--- config.mk ---
export PLATFORM = sky130hd
export DESIGN_NAME = uart_rx_param
export DESIGN_NICKNAME = d
export VERILOG_FILES = /design/src/rtl/uart_pkg.sv /design/src/rtl/sync_2ff.sv /design/src/rtl/uart_rx_param.sv
export SDC_FILE = /design/constraint.sdc
export NUM_CORES = 1
export LEC_CHECK = 0
export ABC_AREA = 1
export CAP_MARGIN = 40
export CORE_MARGIN = 3
export CORE_UTILIZATION = 49
export DETAILED_ROUTE_END_ITERATION = 8
export GPL_TIMING_DRIVEN = 0
export PLACE_DENSITY = 0.68
export SETUP_SLACK_MARGIN = 0.2
export SYNTH_ARGS = -nofsm -noshare
export SYNTH_HDL_FRONTEND = slang
export SYNTH_SLANG_ARGS = --single-unit
--- constraint.sdc ---
create_clock -name clk -period 2.3 [get_ports clk]
set_input_delay 0.69 -clock clk [delete_from_list [all_inputs] [get_ports clk]]
set_output_delay 0.69 -clock clk [all_outputs]
set_load 0.02 [all_outputs]
--- src/rtl/uart_pkg.sv ---
// uart_pkg: shared types and helpers for the UART receive/transmit blocks.
// Holds the receiver state encoding, parity mode constants and a
// constant-evaluable ceil(log2) used to size counters.
package uart_pkg;

    // Receiver frame states
    typedef enum logic [2:0] {
        ST_IDLE      = 3'd0,
        ST_START     = 3'd1,
        ST_DATA      = 3'd2,
        ST_PARITY    = 3'd3,
        ST_STOP      = 3'd4,
        ST_WAIT_HIGH = 3'd5
    } rx_state_t;

    // Parity modes
    localparam int PAR_NONE = 32'sd0;
    localparam int PAR_ODD  = 32'sd1;
    localparam int PAR_EVEN = 32'sd2;

    // ceil(log2(value)); returns 0 for value <= 1
    function automatic int clog2(input int value);
        int result;
        result = 32'sd0;
        while ((32'd1 << result) < 32'(value)) begin
            result = result + 32'sd1;
        end
        return result;
    endfunction

endpackage

--- src/rtl/sync_2ff.sv ---
// sync_2ff: two-flop synchroniser for a single asynchronous input bit.
// RESET_VAL sets the value both flops take during reset, so an idle-high
// serial line does not look like a start bit right after reset.
module sync_2ff #(
    parameter logic RESET_VAL = 1'b1
) (
    input  logic clk,
    input  logic rst,
    input  logic d,
    output logic q
);

    logic meta;

    // Two-stage capture of the asynchronous input
    always_ff @(posedge clk or posedge rst) begin
        if (rst) begin
            meta <= RESET_VAL;
            q    <= RESET_VAL;
        end else begin
            meta <= d;
            q    <= meta;
        end
    end

endmodule

--- src/rtl/uart_rx_param.sv ---
// uart_rx_param: parametrised UART receiver with mid-bit sampling.
// The rx pin is synchronised by sync_2ff; all decoding uses the synchronised
// copy. Each completed character is presented on a valid/ready interface
// together with frame and parity error flags; a completed frame that cannot
// be delivered because the consumer is still holding the previous one is
// dropped and recorded in the sticky overrun flag.
// Optional feature: define UART_RX_MATCH_EN to add parameter MATCH_CHAR and
// a one-cycle match pulse for error-free frames equal to MATCH_CHAR.
module uart_rx_param
    import uart_pkg::*;
#(
    parameter int CLKS_PER_BIT = 868,
    parameter int DATA_BITS    = 8,
    parameter int PARITY       = 0,
    parameter int STOP_BITS    = 1
`ifdef UART_RX_MATCH_EN
    ,
    parameter logic [8:0] MATCH_CHAR = 9'h030
`endif
) (
    input  logic                 clk,
    input  logic                 rst,
    input  logic                 rx,
    output logic [DATA_BITS-1:0] rx_data,
    output logic                 rx_valid,
    input  logic                 rx_ready,
    output logic                 frame_err,
    output logic                 parity_err,
    output logic                 overrun,
`ifdef UART_RX_MATCH_EN
    output logic                 match,
`endif
    output logic                 busy
);

    localparam int CNT_W = clog2(CLKS_PER_BIT);
    localparam int IDX_W = clog2(DATA_BITS + 1);

    localparam logic [CNT_W-1:0] CNT_LAST  = CNT_W'(CLKS_PER_BIT - 1);
    localparam logic [CNT_W-1:0] CNT_MID   = CNT_W'(CLKS_PER_BIT / 2 - 1);
    localparam logic [CNT_W-1:0] CNT_ONE   = CNT_W'(1);
    localparam logic [IDX_W-1:0] BIT_LAST  = IDX_W'(DATA_BITS - 1);
    localparam logic [IDX_W-1:0] STOP_LAST = IDX_W'(STOP_BITS - 1);
    localparam logic [IDX_W-1:0] IDX_ONE   = IDX_W'(1);

    logic                 rx_s;
    rx_state_t            state;
    logic [CNT_W-1:0]     cnt;
    logic [IDX_W-1:0]     bit_idx;
    logic [DATA_BITS-1:0] shreg;
    logic                 ferr_acc;
    logic                 perr_acc;
    logic                 ferr_final;

    // Parity check on the received data plus the sampled parity bit
    function automatic logic parity_bad(input logic [DATA_BITS-1:0] data,
                                        input logic                 pbit);
        logic ones_odd;
        ones_odd = (^data) ^ pbit;
        if (PARITY == PAR_EVEN) begin
            return ones_odd;
        end else begin
            return ~ones_odd;
        end
    endfunction

    sync_2ff #(
        .RESET_VAL(1'b1)
    ) u_sync (
        .clk(clk),
        .rst(rst),
        .d  (rx),
        .q  (rx_s)
    );

    // The frame error including the stop bit being sampled right now
    assign ferr_final = ferr_acc | ~rx_s;

    // Frame FSM, sampling counters, output register and handshake
    always_ff @(posedge clk or posedge rst) begin
        if (rst) begin
            state      <= ST_IDLE;
            cnt        <= '0;
            bit_idx    <= '0;
            shreg      <= '0;
            ferr_acc   <= 1'b0;
            perr_acc   <= 1'b0;
            rx_data    <= '0;
            rx_valid   <= 1'b0;
            frame_err  <= 1'b0;
            parity_err <= 1'b0;
            overrun    <= 1'b0;
            busy       <= 1'b0;
`ifdef UART_RX_MATCH_EN
            match      <= 1'b0;
`endif
        end else begin
            // Consumer takes the character: valid drops next cycle unless
            // a new frame completes in this same cycle (handled below).
            if (rx_valid && rx_ready) begin
                rx_valid <= 1'b0;
            end
`ifdef UART_RX_MATCH_EN
            match <= 1'b0;
`endif
            case (state)
                ST_IDLE: begin
                    cnt      <= '0;
                    bit_idx  <= '0;
                    ferr_acc <= 1'b0;
                    perr_acc <= 1'b0;
                    if (!rx_s) begin
                        state <= ST_START;
                        busy  <= 1'b1;
                    end
                end

                ST_START: begin
                    if (cnt == CNT_MID) begin
                        cnt <= '0;
                        if (!rx_s) begin
                            state <= ST_DATA;
                        end else begin
                            // Glitch shorter than half a bit: ignore it
                            state <= ST_IDLE;
                            busy  <= 1'b0;
                        end
                    end else begin
                        cnt <= cnt + CNT_ONE;
                    end
                end

                ST_DATA: begin
                    if (cnt == CNT_LAST) begin
                        cnt   <= '0;
                        shreg <= {rx_s, shreg[DATA_BITS-1:1]};
                        if (bit_idx == BIT_LAST) begin
                            bit_idx <= '0;
                            state   <= (PARITY != PAR_NONE) ? ST_PARITY : ST_STOP;
                        end else begin
                            bit_idx <= bit_idx + IDX_ONE;
                        end
                    end else begin
                        cnt <= cnt + CNT_ONE;
                    end
                end

                ST_PARITY: begin
                    if (cnt == CNT_LAST) begin
                        cnt      <= '0;
                        perr_acc <= parity_bad(shreg, rx_s);
                        state    <= ST_STOP;
                    end else begin
                        cnt <= cnt + CNT_ONE;
                    end
                end

                ST_STOP: begin
                    if (cnt == CNT_LAST) begin
                        cnt <= '0;
                        if (bit_idx == STOP_LAST) begin
                            bit_idx <= '0;
                            // Deliver, or drop and flag overrun if the
                            // previous character is still unaccepted.
                            if (!rx_valid || rx_ready) begin
                                rx_data    <= shreg;
                                frame_err  <= ferr_final;
                                parity_err <= perr_acc;
                                rx_valid   <= 1'b1;
                            end else begin
                                overrun <= 1'b1;
                            end
`ifdef UART_RX_MATCH_EN
                            match <= (shreg == MATCH_CHAR[DATA_BITS-1:0]) &&
                                     !ferr_final && !perr_acc;
`endif
                            // A low line here is a break: wait for idle
                            if (rx_s) begin
                                state <= ST_IDLE;
                                busy  <= 1'b0;
                            end else begin
                                state <= ST_WAIT_HIGH;
                                busy  <= 1'b1;
                            end
                        end else begin
                            bit_idx  <= bit_idx + IDX_ONE;
                            ferr_acc <= ferr_final;
                        end
                    end else begin
                        cnt <= cnt + CNT_ONE;
                    end
                end

                ST_WAIT_HIGH: begin
                    if (rx_s) begin
                        state <= ST_IDLE;
                        busy  <= 1'b0;
                    end
                end

                default: begin
                    state <= ST_IDLE;
                    busy  <= 1'b0;
                end
            endcase
        end
    end

endmodule

==> summary.md <==
| Metric | Value |
|---|---|
| CTS Buf Count | `5` |
| Number of global-route vias before repair | `2060` |
| Mapped Area | `2450 µm²` |
| Syn Nets | `between 300 and 400` |
| Filler cell count | `453` |
| Worst-path clk slew | `80 ps` |
| Max-cap violations | `0` |
| DR WL met3 | `126 µm` |
| Total setup buffers inserted after CTS | `0` |
| Initial core utilization | `51.1%` |
| Die area | `approximately 6000 µm²` |
| Syn-to-layout area delta | `14.5%` |
| CP top delay family | `buffers and inverters` |
| Post-Layout Cell Count | `421` |
| Final GP Congestion | `0.866` |
| Gr usage total | `18.2%` |
| ANT cells | `0` |
| Slowest cell on crit path | `clkdlybuf4s50_1` |
| Max incr delay on CP | `around 600 ps` |
| RSZ-0062 raised after global routing | `false` |
| Most common cell after layout, fill and taps aside | `nand2_1` |
| DRC marker count from the first detailed-route iteration | `123` |
| Peak VDD IR | `0.254 mV` |
| Initial antenna violation count | `0` |
| Number of warnings issued by yosys | `0` |
| DRC | `0` |
| Post-synthesis sequential area ratio | `43.0%` |
| # IOs | `17` |
| Setup CP Type | `register to primary output` |
| Crit end category | `primary output` |
| F_max | `around 520 MHz` |
| Detailed-route via count | `2014` |
| Core area | `4790 µm²` |
| EDFF count, synth | `0` |
| Congestion Overflow GR | `0` |
| Buf/Inv on CP | `1` |
| Most frequent cells in the layout | `nand2_1, inv_1, dfrtp_1` |
| Outcome | `finished, final reports clean` |
| Row Count | `25` |
| Final hold violation count | `0` |
| Final min period | `1940 ps` |
| Die height | `76.7 µm` |
| Leakage | `0.00141 µW` |
| M1 WL | `2350 µm` |
| Period utilisation layout | `between 80% and 90%` |
| Cell variety after synth | `30` |
| Sequential Area | `1050 µm²` |
| Ys async rst share | `100%` |
| Nets | `361` |
| H-Tree Depth | `2` |
| CTS tree | `built` |
| Worst-margin pin slew | `358 ps` |
| Class of the tightest hold or removal check | `register to register` |
| Via/cell ratio | `4.78` |
| Setup-failing EPs final | `0` |
| Detail Route Antenna Nets | `0` |
| Pins Over Slew Limit | `0` |
| PortBufs | `16` |
| Hold Path Origin | `u_sync.meta` |
| Global-route wire length before repair | `8780 µm` |
| Drt first pass iters | `4` |
| Mean post-synth cell area | `about 7.4 µm²` |
| Length of routed met2 wiring | `2160 µm` |
| Layout cells sized above 1 | `11.6%` |
| Post-DP HPWL | `3600 µm` |
| Die X-Extent | `76.7 µm` |
| Fin util | `58.6%` |
| Cell Chain, Critical Path | `clkdlybuf4s50_1` |
| Sink Count | `42` |
| Startpoint Class | `register` |
| Setup Skew | `8.06 ps` |
| Resize count post-CTS | `0` |
| Critical Path Fanout Max | `2` |
| Rel. slew slack | `around three quarters` |
| Clock latency on the worst-skew pair | `290 ps` |
| Worst Path Required | `roughly 1600 ps` |
| #FFs+latches synth | `42` |
| Critical Path Source | `rx_data[5]` |
| Hold Buf Count CTS | `0` |
| Maximum number of pins on one net before global-route repair | `29` |
| Post-Route WL | `between 4000 and 5000 µm` |
| R2r startpoint | `cnt[1]` |
| Placed insts | `413` |
| Root Driver | `clkbuf_8` |
| Arrival @ worst endpoint | `between 1000 and 1500 ps` |
| Top sig layer | `met4` |
| Area of the multi-input gates | `around 1200 µm²` |
| Most used DFF post-synth | `dfrtp_1` |
| Routed len/inst | `approximately 11 µm` |
| Post-Synthesis Cells | `329` |
| Power per cell area | `~450 nW/µm²` |
| Clk buf depth | `2` |
[synthesized netlist by cell type (3+ instances only)]
library cell | count | area [µm²]
o21ai_2 | 3 | 26.3
nor2_4 | 3 | 33.8
nor2_2 | 4 | 25.0
nand4_1 | 5 | 31.3
nor2_1 | 31 | 116
ha_1 | 4 | 50.1
nand3_1 | 16 | 80.1
nand2_1 | 106 | 398
dfrtp_1 | 40 | 1000
o21ai_0 | 19 | 95.1
o21ai_1 | 11 | 55.1
xor2_1 | 5 | 43.8
inv_1 | 46 | 173
nor3_1 | 7 | 35.0
inv_2 | 4 | 15.0
nand2_2 | 5 | 31.3
[cell families after synthesis]
group	count (synthesis)	synth area share [%]
xor gates and xnor gates	5	1.79
adders and majority gates	4	2.05
DFF	42	43.0
buffers and inverters	55	9.36
AOI/OAI and AO/OA	40	9.51
and+or+nand+nor	183	34.3
[flip-flops by register name, summed over array words and instances (netlist names)]
register / cells
frame_err: 1
bit_idx: 4
rx_valid: 1
ferr_acc: 1
u_sync.q: 1
parity_err: 1
shreg: 8
u_sync.meta: 1
busy: 1
perr_acc: 1
cnt: 10
state: 3
overrun: 1
rx_data: 8
[worst reg2reg max path, cell delays in order (launching register included)]
cell and delay [ps]:
dfrtp_1 390, ha_1 240, nand2_1 100, nor2_2 160, nand3_4 160, nand2_4 150, nand4_1 210, inv_2 160
nor2_1 60
[stage by stage]
step | area, µm² | power, µW | setup WS, ps | setup TNS, ps | hold WS [ps]
after global placement | 2690 | 782 | -272 | -10790 | 346
after floorplan | 2450 | 771 | 639 | 0 | 345
after detailed placement | 2710 | 787 | 469 | 0 | 349
after global routing | 2800 | 1310 | 299 | 0 | 367
final | 2800 | 1250 | 358 | 0 | 359
after CTS | 2800 | 1270 | 340 | 0 | 361
[layer usage]
| layer | global-route usage [%] | vias to the layer above |
|---|---|---|
| li1 | - | 1072 |
| met1 | 24.3 | 914 |
| met2 | 28.4 | 26 |
| met3 | 4.23 | 2 |
| met4 | 7.79 | 0 |
| met5 | 0 | - |
[power breakdown]
group	switching [µW]	leakage [µW]	internal, µW
Combinational	19.3	0.000801	9.81
Clock	239	0.0000482	242
Sequential	0.455	0.000560	741
[layout make-up]
type                       count  share of cell area (%)
tap                           67                    2.99
buffer                         5                    1.47
clock buffer                   7                    3.08
multi-input combinational    232                    41.6
clock inverter                 1                   0.179
sequential                    42                    37.6
inverter                      50                    6.70
timing repair buffer          17                    6.43
[final timing paths]
check	endpoint	slack (ps)	cells past startpoint
worst min-delay path	u_sync.q	360	0
max in group asynchronous	u_sync.q	1100	3
worst min register to register	u_sync.q	360	0
min in group asynchronous	busy	680	2
worst max-delay path	rx_data[5]	360	1
worst max register to register	cnt[8]	560	8
Note: power is estimated with default switching activity, not from simulation.
